### src/rtl/vga_pkg.sv
// Shared VGA timing constants and the 1-bit colour expander used by the scanout path.
package vga_pkg;
  localparam int H_ACTIVE = 640;
  localparam int H_FP     = 16;
  localparam int H_SYNC   = 96;
  localparam int H_BP     = 48;
  localparam int H_TOTAL  = H_ACTIVE + H_FP + H_SYNC + H_BP;

  localparam int V_ACTIVE = 480;
  localparam int V_FP     = 10;
  localparam int V_SYNC   = 2;
  localparam int V_BP     = 33;
  localparam int V_TOTAL  = V_ACTIVE + V_FP + V_SYNC + V_BP;

  localparam int FB_W     = H_ACTIVE / 2;
  localparam int FB_H     = V_ACTIVE / 2;
  localparam int ADDR_W   = 17;
  localparam int COLOUR_W = 3;

  function automatic logic [7:0] expand(input logic b);
    return {8{b}};
  endfunction
endpackage

### src/rtl/vga_timing.sv
// Pixel tick generator plus h/v raster counters and the undelayed sync/active decode.
module vga_timing
  import vga_pkg::*;
#(
  parameter int H_ACT = H_ACTIVE,
  parameter int H_FPR = H_FP,
  parameter int H_SYN = H_SYNC,
  parameter int H_BPR = H_BP,
  parameter int V_ACT = V_ACTIVE,
  parameter int V_FPR = V_FP,
  parameter int V_SYN = V_SYNC,
  parameter int V_BPR = V_BP
) (
  input  logic       clock,
  input  logic       resetn,
  output logic       tick,
  output logic [9:0] h,
  output logic [9:0] v,
  output logic       active,
  output logic       hs_raw,
  output logic       vs_raw,
  output logic       line_wrap,
  output logic       frame_wrap,
  output logic       vblank
);
  localparam logic [9:0] H_LAST = 10'(H_ACT + H_FPR + H_SYN + H_BPR - 1);
  localparam logic [9:0] V_LAST = 10'(V_ACT + V_FPR + V_SYN + V_BPR - 1);
  localparam logic [9:0] HA     = 10'(H_ACT);
  localparam logic [9:0] VA     = 10'(V_ACT);
  localparam logic [9:0] HS_ON  = 10'(H_ACT + H_FPR);
  localparam logic [9:0] HS_OFF = 10'(H_ACT + H_FPR + H_SYN);
  localparam logic [9:0] VS_ON  = 10'(V_ACT + V_FPR);
  localparam logic [9:0] VS_OFF = 10'(V_ACT + V_FPR + V_SYN);

  assign line_wrap  = tick && (h == H_LAST);
  assign frame_wrap = line_wrap && (v == V_LAST);
  assign active     = (h < HA) && (v < VA);
  assign hs_raw     = !((h >= HS_ON) && (h < HS_OFF));
  assign vs_raw     = !((v >= VS_ON) && (v < VS_OFF));

  always_ff @(posedge clock or negedge resetn) begin
    if (!resetn) begin
      tick   <= 1'b0;
      h      <= '0;
      v      <= '0;
      vblank <= 1'b0;
    end else begin
      tick   <= ~tick;
      // fires on the tick that moves the raster onto the first blank line
      vblank <= line_wrap && (v == VA - 10'd1);
      if (line_wrap) begin
        h <= '0;
        v <= frame_wrap ? '0 : v + 10'd1;
      end else if (tick) begin
        h <= h + 10'd1;
      end
    end
  end
endmodule

### src/rtl/vga_scanout.sv
// Framebuffer raster reader: 2x2 pixel-doubled address generation and the VGA pin pipeline.
module vga_scanout
  import vga_pkg::*;
#(
  parameter int H_ACT = H_ACTIVE,
  parameter int H_FPR = H_FP,
  parameter int H_SYN = H_SYNC,
  parameter int H_BPR = H_BP,
  parameter int V_ACT = V_ACTIVE,
  parameter int V_FPR = V_FP,
  parameter int V_SYN = V_SYNC,
  parameter int V_BPR = V_BP
) (
  input  logic                clock,
  input  logic                resetn,
  output logic                rd_en,
  output logic [ADDR_W-1:0]   rd_addr,
  input  logic [COLOUR_W-1:0] rd_data,
  output logic                vblank_start,
  output logic                VGA_CLK,
  output logic                VGA_HS,
  output logic                VGA_VS,
  output logic                VGA_BLANK_N,
  output logic                VGA_SYNC_N,
  output logic [7:0]          VGA_R,
  output logic [7:0]          VGA_G,
  output logic [7:0]          VGA_B
);
  localparam logic [ADDR_W-1:0] LINE_STEP = ADDR_W'(H_ACT / 2);
  localparam logic [9:0]        VA        = 10'(V_ACT);

  logic              tick, active, hs_raw, vs_raw, line_wrap, frame_wrap;
  logic [9:0]        h, v;
  logic [ADDR_W-1:0] line_base;
  logic              act_d, hs_d, vs_d;

  vga_timing #(
    .H_ACT(H_ACT), .H_FPR(H_FPR), .H_SYN(H_SYN), .H_BPR(H_BPR),
    .V_ACT(V_ACT), .V_FPR(V_FPR), .V_SYN(V_SYN), .V_BPR(V_BPR)
  ) u_timing (
    .clock      (clock),
    .resetn     (resetn),
    .tick       (tick),
    .h          (h),
    .v          (v),
    .active     (active),
    .hs_raw     (hs_raw),
    .vs_raw     (vs_raw),
    .line_wrap  (line_wrap),
    .frame_wrap (frame_wrap),
    .vblank     (vblank_start)
  );

  assign VGA_SYNC_N = 1'b0;

  always_ff @(posedge clock or negedge resetn) begin
    if (!resetn) begin
      VGA_CLK     <= 1'b0;
      rd_en       <= 1'b0;
      rd_addr     <= '0;
      line_base   <= '0;
      act_d       <= 1'b0;
      hs_d        <= 1'b1;
      vs_d        <= 1'b1;
      VGA_BLANK_N <= 1'b0;
      VGA_HS      <= 1'b1;
      VGA_VS      <= 1'b1;
      VGA_R       <= 8'h00;
      VGA_G       <= 8'h00;
      VGA_B       <= 8'h00;
    end else begin
      // one clock behind tick, so it reads as ~tick once out of reset
      VGA_CLK <= tick;
      rd_en   <= tick && active;
      if (tick && active) rd_addr <= line_base + ADDR_W'(h[9:1]);
      // line pairs share a base; step only after the odd line of a visible pair
      if (line_wrap) begin
        if (frame_wrap)            line_base <= '0;
        else if (v[0] && (v < VA)) line_base <= line_base + LINE_STEP;
      end
      if (tick) begin
        act_d       <= active;
        hs_d        <= hs_raw;
        vs_d        <= vs_raw;
        VGA_BLANK_N <= act_d;
        VGA_HS      <= hs_d;
        VGA_VS      <= vs_d;
        VGA_R       <= act_d ? expand(rd_data[2]) : 8'h00;
        VGA_G       <= act_d ? expand(rd_data[1]) : 8'h00;
        VGA_B       <= act_d ? expand(rd_data[0]) : 8'h00;
      end
    end
  end
endmodule

### config.mk
export PLATFORM = sky130hd
export DESIGN_NAME = vga_scanout
export DESIGN_NICKNAME = d
export VERILOG_FILES = /design/src/rtl/vga_pkg.sv /design/src/rtl/vga_timing.sv /design/src/rtl/vga_scanout.sv
export SDC_FILE = /design/constraint.sdc
export NUM_CORES = 1
export LEC_CHECK = 0
export CAP_MARGIN = 20
export CORE_AREA = 2 2 96 144
export CTS_CLUSTER_DIAMETER = 40
export CTS_CLUSTER_SIZE = 25
export DETAILED_ROUTE_END_ITERATION = 12
export DIE_AREA = 0 0 98 146
export PLACE_DENSITY_LB_ADDON = 0.2
export SETUP_SLACK_MARGIN = 0.5
export SYNTH_ARGS = -nofsm -noshare
export SYNTH_HDL_FRONTEND = slang
export SYNTH_SLANG_ARGS = --single-unit
### constraint.sdc
create_clock -name clock -period 3.2 [get_ports clock]
set_clock_uncertainty 0.2 [all_clocks]
set_input_delay 0.8 -clock clock [delete_from_list [all_inputs] [get_ports clock]]
set_output_delay 0.8 -clock clock [all_outputs]
set_load 0.01 [all_outputs]
==> results.md, run 1 <==
- The flow ran to the end, and the final reports show no timing, DRC or antenna violations.
- The detailed-route via count is 2430.
- The number of nets in the synthesized netlist is 344.
- The first-pass GRT wire length is 12.2 mm.
- For this run, the top clock speed supported by timing is 414 MHz.
- The initial antenna violation count came to 0.
- The setup path with the least slack is of type flip-flop to flip-flop.
- From synthesis to final layout, the design area changed by 24.9%.
- The number of pins exceeding their max-slew limit in the final report is 0.
- The initial utilization of the core area, before any placement, comes to 0.246.
- The reg-to-reg startpoint is u_timing.h[1]$_DFFE_PN0P_.
- Summing every instance area after synthesis gives 3180 sq um.
- In this run the critical register-to-register path is captured at line_base[13]$_DFFE_PN0P_.
- The maximum net fanout on the critical path is 34.
- The number of global-route vias before repair was 2457.
- The total area inside the core boundary comes to 13000 sq um.
- The library cell used as clock root buffer is sky130_fd_sc_hd__clkbuf_16.
- The largest stage delay on the critical path is 630 ps.
- From left edge to right edge, the die measures 98 um.
- Counting the fill cells in the layout gives 1336.
- The required time at the worst-slack endpoint is 3250 ps.
- The final wirelength is 7.02 mm.
- The die outline area is 14300 sq um.
- The final hold violation count is 0.
- For this design the ratio of total power to cell area is 440 nW/um^2.
- The count of unresolved DRC violations after routing is 0.
- The hold buffer count at cts is 0.
- The classification of the worst-slack hold path is input port to asynchronous set/reset pin.
- STA classifies the critical path endpoint as a flip-flop.
- The final-report setup violation count is 0.
- The clock-pin slew on the worst setup and hold paths is 50 ps.
- The fraction of layout cells with a size suffix above 1 is 0.0769.
- Yosys mapped the design onto 36 distinct sky130hd cell types.
- On the critical path, the stage with the largest delay is an instance of sky130_fd_sc_hd__or4_1.
- The worst setup path is launched from a flip-flop.
- The sequential fraction of the synthesis area is 0.482.
- The H-tree generated during clock tree synthesis spans 3 levels.
- The clock insertion delay at the later pin of the skew report is 320 ps.
- The number of iterations in the first detailed-routing pass is 4.
- The final setup TNS is 0 ps.
- The post-synthesis sequential element count is 61.
- The final net count is 373.
- The detailed placer's ending HPWL is 4.89 mm.
- Traced cell by cell, the critical path runs through ha_1, and4_1, nand4_4, or4_1, a21oi_1.
- Measured against its own limit, the worst slew margin works out to 0.587.
- The count of synthesis-stage warnings from yosys is 0.
- Entering global routing, the biggest net connects 62 pins.
- The buffer depth of the longest clock path is 2.
- Of the available clock period, the critical path in the final layout requires 0.754.
- The placement-stage cell area is 3690 sq um.
- The internal reg-to-reg setup slack is 790 ps.
- The number of CTS-inserted buffers is 9.
- After the flow finishes, the layout carries non-filler instances totaling 523.
- The final estimated routing congestion in global placement is 0.749.
- The clock tree from TritonCTS is built.
- In the global route stage, overall resource usage came out at 0.105.
- The die is 146 um tall.
- Summed over all layers, the global routing overflow is 0.
- The detailed router finished its first iteration with 125 violations.
- In this run the tool buffered the top-level ports with 51 buffer cells.
- The site row count is 51.
- For the worst setup path, the data arrival time is 2460 ps.
- The average footprint of a synthesized cell is 9.64 sq um.
- The slew at the pin with the worst max-slew slack is 619 ps.
- The average detailed-routed wire length per instance is 13.4 um.
- The logic depth of the worst register-to-register path is 5.
- The finished cells cover 3970 sq um.
- The leakage power is 1.66 nW.
- The detailed-route vias per instance is 4.65.
- The number of cells produced by synthesis is 330.
- Setup repair after global routing left no endpoint under its margin.
- 53 I/O pins were placed.
- The number of placed instances, taps included is 507.
- The number of antenna cells inserted is 0.
- The tree built by TritonCTS fans out to 61 sinks.
- The quantity of gates resized following cts is 0.
- The number of routed nets with antenna violations is 0.
- The largest voltage drop on the vdd net is 0.167 mV.
- The post-CTS repair timing setup buffer count is 0.
- The max-capacitance violation count is 0.
- The smallest clock period supported by the final layout is computed as 2410 ps.
cell type report:
class,count,area (sq um),area share
tap,159,199,0.0501
inverter,10,37.5,0.00945
sequential,61,1530,0.386
clock buffer,15,278,0.0699
clock inverter,1,5.00,0.00126
multi-input combinational,221,1370,0.344
timing repair buffer,56,556,0.140
flip-flops by register name, summed over array words and instances, names as in the netlist, 10 cells and up:
signal      count
u_timing.h     10
line_base      11
rd_addr        17
u_timing.v     10
cells in the final DEF (no fill, tap or decap), types with 9 or more instances in the layout:
cell,netlist,layout
sky130_fd_sc_hd__dfrtp_1,57,57
sky130_fd_sc_hd__clkdlybuf4s50_1,0,50
sky130_fd_sc_hd__nand2_1,36,36
sky130_fd_sc_hd__o21ai_0,33,33
sky130_fd_sc_hd__nand3_1,20,20
sky130_fd_sc_hd__a21oi_1,17,17
sky130_fd_sc_hd__nor2_1,13,13
sky130_fd_sc_hd__or4_1,10,10
sky130_fd_sc_hd__inv_1,9,9
sky130_fd_sc_hd__or3_1,9,9
sky130_fd_sc_hd__ha_1,9,9
sky130_fd_sc_hd__clkbuf_16,0,9
Yosys cell counts:
library cell	number	area share
sky130_fd_sc_hd__dfrtp_1	57	0.45
sky130_fd_sc_hd__nand2_1	36	0.042
sky130_fd_sc_hd__o21ai_0	33	0.052
sky130_fd_sc_hd__buf_4	22	0.052
sky130_fd_sc_hd__nand3_1	20	0.031
sky130_fd_sc_hd__a21oi_1	17	0.027
sky130_fd_sc_hd__nor2_1	13	0.015
sky130_fd_sc_hd__or4_1	10	0.024
sky130_fd_sc_hd__ha_1	9	0.035
sky130_fd_sc_hd__inv_1	9	0.011
sky130_fd_sc_hd__or3_1	9	0.018
sky130_fd_sc_hd__and3_1	8	0.016
sky130_fd_sc_hd__clkbuf_1	8	0.0094
sky130_fd_sc_hd__nor3_1	8	0.013
sky130_fd_sc_hd__o31ai_1	8	0.019
sky130_fd_sc_hd__xnor2_1	8	0.022
sky130_fd_sc_hd__nand4_1	7	0.014
sky130_fd_sc_hd__xor2_1	7	0.019
sky130_fd_sc_hd__a31oi_1	5	0.0098
sky130_fd_sc_hd__and4_1	5	0.014
sky130_fd_sc_hd__buf_2	5	0.0079
sky130_fd_sc_hd__dfstp_2	4	0.033
sky130_fd_sc_hd__a21o_1	3	0.0071
sky130_fd_sc_hd__mux2_2	3	0.011
sky130_fd_sc_hd__mux2i_1	3	0.0094
sky130_fd_sc_hd__buf_6	2	0.0071
sky130_fd_sc_hd__nor4bb_1	2	0.0063
sky130_fd_sc_hd__a41oi_1	1	0.0028
sky130_fd_sc_hd__buf_1	1	0.0012
sky130_fd_sc_hd__clkinv_1	1	0.0012
sky130_fd_sc_hd__conb_1	1	0.0012
sky130_fd_sc_hd__nand2b_1	1	0.0020
sky130_fd_sc_hd__nand3b_1	1	0.0024
sky130_fd_sc_hd__nand4_4	1	0.0067
sky130_fd_sc_hd__nand4b_1	1	0.0028
sky130_fd_sc_hd__nor4b_4	1	0.0075
layer usage:
layer  part of all wire  global-route usage  wire length [um]
met5                  0                   0                 0
met1               0.42               0.120              2970
met4              0.015              0.0590               108
met2               0.54               0.182              3780
met3              0.023              0.0202               164
per-stage QoR:
step                      utilization  total power, W  worst slack (ps)  hold WS [ps]
after floorplan                     -        0.000822              1180           218
after global placement          0.285        0.000857               874           260
after detailed placement        0.285        0.000858               789           263
after CTS                       0.307         0.00178               772           275
after global routing            0.307         0.00181               595           302
final                           0.307         0.00175               787           270
worst max-delay path: cells and delay by family (launching register included):
family                   cells  cell delay, ps
AO/OA/AOI/OAI                1             160
AND/OR/NAND/NOR              3            1390
flip-flops                   1             390
adder cells (fa/ha/maj)      1             180
worst max-delay path by stage:
stage	start	to	slack, ps	cells after the start
after floorplan	u_timing.h[0]$_DFFE_PN0P_	line_base[15]$_DFFE_PN0P_	1180	7
after global placement	u_timing.h[0]$_DFFE_PN0P_	line_base[15]$_DFFE_PN0P_	870	5
after detailed placement	u_timing.h[0]$_DFFE_PN0P_	line_base[13]$_DFFE_PN0P_	790	5
after CTS	u_timing.h[1]$_DFFE_PN0P_	line_base[13]$_DFFE_PN0P_	770	5
after global routing	u_timing.h[0]$_DFFE_PN0P_	line_base[16]$_DFFE_PN0P_	590	5
final	u_timing.h[1]$_DFFE_PN0P_	line_base[13]$_DFFE_PN0P_	790	5
cell families after synthesis:
family	count (synthesis)	synth area share
AO/OA/AOI/OAI	67	0.117
multiplexers	6	0.0201
flip-flops	61	0.482
AND/OR/NAND/NOR	123	0.214
other	1	0.00118
buffers and inverters	48	0.0893
adder cells (fa/ha/maj)	9	0.0354
XOR/XNOR	15	0.0413
power breakdown:
group	total (W)	leakage, nW	switching (W)	internal [W]
combinational	0.0000635	0.729	0.0000309	0.0000326
sequential	0.000779	0.794	0.00000388	0.000775
clock	0.000905	0.140	0.000319	0.000586
total	0.00175	1.66	0.000353	0.00139
No activity file was read; power rests on OpenSTA's default activity.
==> run 2: changes to the inputs <==
- clock period: 3.2 -> 2 ns (I/O delays scaled with it)
==> run 2 against run 1 <==
  * Routed wire length is 28% higher
  * Final area rose by 33%
  * Total power rose by 71%
  * Final cell count increased by 18%
  * Via count increased by 20%
  * First-iteration DRC count down 18%
  * Clock power up 77%
  * Maximum frequency grew 24%
  * Clock-buffer cell count fell by 3
  * Register-to-register slack worse by 740 ps
  * Sequential share of layout area shrank 9.3 points
  * Critical endpoint is now line_base[12]$_DFFE_PN0P_
  * Largest cell class is now multi-input gates
==> results.md, run 2 (synthesis gave the netlist of run 1 again) <==
- The register with the most flip-flops in the layout has 17 of them.
- The initial antenna violation count came to 0.
- The start-to-end type of the worst setup path is flip-flop to flip-flop.
- The reg-to-reg startpoint is u_timing.h[0]$_DFFE_PN0P_.
- The count of buffers inserted at the top-level ports is 51.
- The H-tree level count is 3.
- For this run, the post-layout net count is 469.
- The first TritonRoute pass finished after 4 iterations.
- The tool flagged a number of max-cap violations equal to 0.
- The longest clock path from root to sink contains 2 buffers.
- After detailed routing, the number of remaining DRC violations is 0.
- The logic depth of the worst register-to-register path is 5.
- The flow ran to the end, and the final reports show no timing, DRC or antenna violations.
- The final hold violation count is 0.
- Dividing the detail-routed wire length by the instance count gives 14.5 um.
- The clock-pin slew on the worst setup and hold paths is 50 ps.
- After routing the design area is 5270 sq um.
- The number of global-route vias before repair is 2960.
- The multi-input combinational cells in the finished layout cover a total of 1780 sq um.
- The core region is 13000 sq um.
- In the final layout, the share of cells above drive strength 1 is 0.563.
- The tightest min-delay check is of the flip-flop to flip-flop type.
- The first-pass GRT wire length is 14.8 mm.
- Pin placement for this block handled 53 I/O pins.
- The number of pins exceeding their max-slew limit in the final report is 0.
- The clock drives 61 sinks.
- The die covers 14300 sq um.
- The leakage power is 2.42 nW.
- Along the worst hold path, the cell count comes to 2.
- The first-iteration detailed-routing DRC count is 103.
- The largest voltage drop on the vdd net is 0.321 mV.
- The number of antenna cells inserted is 0.
- The final-report setup violation count is 0.
- Relative to the synthesized area, the layout overhead comes to 65.7%.
- The final estimated routing congestion in global placement is 0.747.
- For this configuration, the core starts out at a cell density of 0.246.
- The detailed-route via count is 2916.
- TritonCTS built the clock tree.
- The utilization of the core after routing is 0.407.
- In this run the most critical hold path is launched from rd_addr[4]$_DFFE_PN0P_.
- The total of fill cells in the finished design is 1272.
- Data arrives at the worst endpoint at 2000 ps.
- The post-route minimum period is 1950 ps.
- Power spread over the standard cell area amounts to 566 nW/um^2.
- The number of routed nets with antenna violations is 0.
- In the layout the commonest cells are sky130_fd_sc_hd__buf_6, sky130_fd_sc_hd__buf_4, sky130_fd_sc_hd__dfrtp_1, sky130_fd_sc_hd__nand2_1, sky130_fd_sc_hd__buf_2.
- Global routing finished with a remaining overflow of 0.
- The highest attainable clock frequency is 513 MHz.
- STA classifies the critical path startpoint as a flip-flop.
- The number of clock buffers added by TritonCTS is 9.
- The final layout contains routed wiring with a total length of 9.00 mm.
- In the final layout, the registers with the most flip-flops are rd_addr: 17 flops, line_base: 11 flops.
- The maximum net fanout on the critical path is 6.
- The placement-stage cell area is 4020 sq um.
- The clock reaches the later pin of the worst-skew pair after 330 ps.
- Tracing the worst setup path back leads to its startpoint at u_timing.h[0]$_DFFE_PN0P_.
- The total global routing track utilization is 0.127.
- The endpoint kind of the worst setup timing path is a flip-flop.
- After floorplanning, the core was divided into 51 placement rows.
- The die boundary width is 98 um.
- In this run the vertical extent of the chip is 146 um.
- In the final layout, flip-flops and latches occupy 1540 sq um.
- Entering global routing, the biggest net connects 29 pins.
- The tree is rooted in a sky130_fd_sc_hd__clkbuf_16.
- Dividing the final minimum period by the clock period gives 0.975.
- The required time at the worst-slack endpoint is 2050 ps.
- Counting flops per register, the top entry is rd_addr.
- The detailed-route vias per instance is 4.71.
- The detailed placer's ending HPWL is 5.67 mm.
- Setup repair after global routing could not meet its margin everywhere.
run 2: cell type report:
type / instances / share of cell area
tap: 159 / 0.0378
timing repair buffer: 150 / 0.263
clock inverter: 4 / 0.00855
multi-input combinational: 223 / 0.338
sequential: 61 / 0.293
clock buffer: 12 / 0.0506
inverter: 10 / 0.00950
run 2: path summary, 6_finish.rpt:
kind / to / slack, ps
max: line_base[12]$_DFFE_PN0P_ / 50
min reg2reg: rd_addr[4]$_DFFE_PN0P_ / 290
min: rd_addr[4]$_DFFE_PN0P_ / 290
min in group asynchronous: u_timing.v[3]$_DFFE_PN0N_ / 390
max reg2reg: line_base[12]$_DFFE_PN0P_ / 50
max in group asynchronous: hs_d$_DFFE_PN1P_ / 680
run 2: where the power goes:
part           switching (W)  internal, W  leakage, nW
clock network       0.000543      0.00106        0.158
logic              0.0000645    0.0000748         1.48
registers         0.00000257      0.00124        0.781
total               0.000610      0.00237         2.42
run 2: per-stage QoR:
stage                     TNS, ps  hold slack, ps  cells  setup WS [ps]  power (W)
after CTS                       0             273    595           51.9    0.00302
after global routing        -74.8             312    619          -32.2    0.00309
final                           0             289    619           49.9    0.00298
after floorplan                 0            4.41    330           62.5    0.00132
after detailed placement    -1310             202    542           -109    0.00138
after global placement       -783             205    542          -84.7    0.00138
run 2: repair_timing:
| action | 4_1_cts | 5_1_grt |
|---|---|---|
| setup endpoints to repair | 96 | 98 |
| buffers inserted | 32 | 23 |
| gates cloned | 4 | 1 |
| hold endpoints to repair | 7 | 0 |
| pin swaps | 31 | 34 |
| hold buffers | 1 | 0 |
| resized for setup | 286 | 74 |
run 2: layer usage:
metal	track usage	vias up	routed length, um
met5	0	-	0
met4	0.0792	0	289
met3	0.0226	20	214
met2	0.232	48	4980
met1	0.132	1432	3510
li1	-	1416	-
run 2: worst max-delay path, stage by stage, from the launching register on:
cell,delay [ps]
sky130_fd_sc_hd__dfrtp_1,360
sky130_fd_sc_hd__ha_2,190
sky130_fd_sc_hd__and4_4,280
sky130_fd_sc_hd__nand4_4,170
sky130_fd_sc_hd__or4_1,540
sky130_fd_sc_hd__a21oi_2,140
==> run 3: changes to the inputs <==
- SLEW_MARGIN: not set -> 0
==> results of run 3 <==
Same layout as run 2: the final DEF is identical, and so are final timing and power.
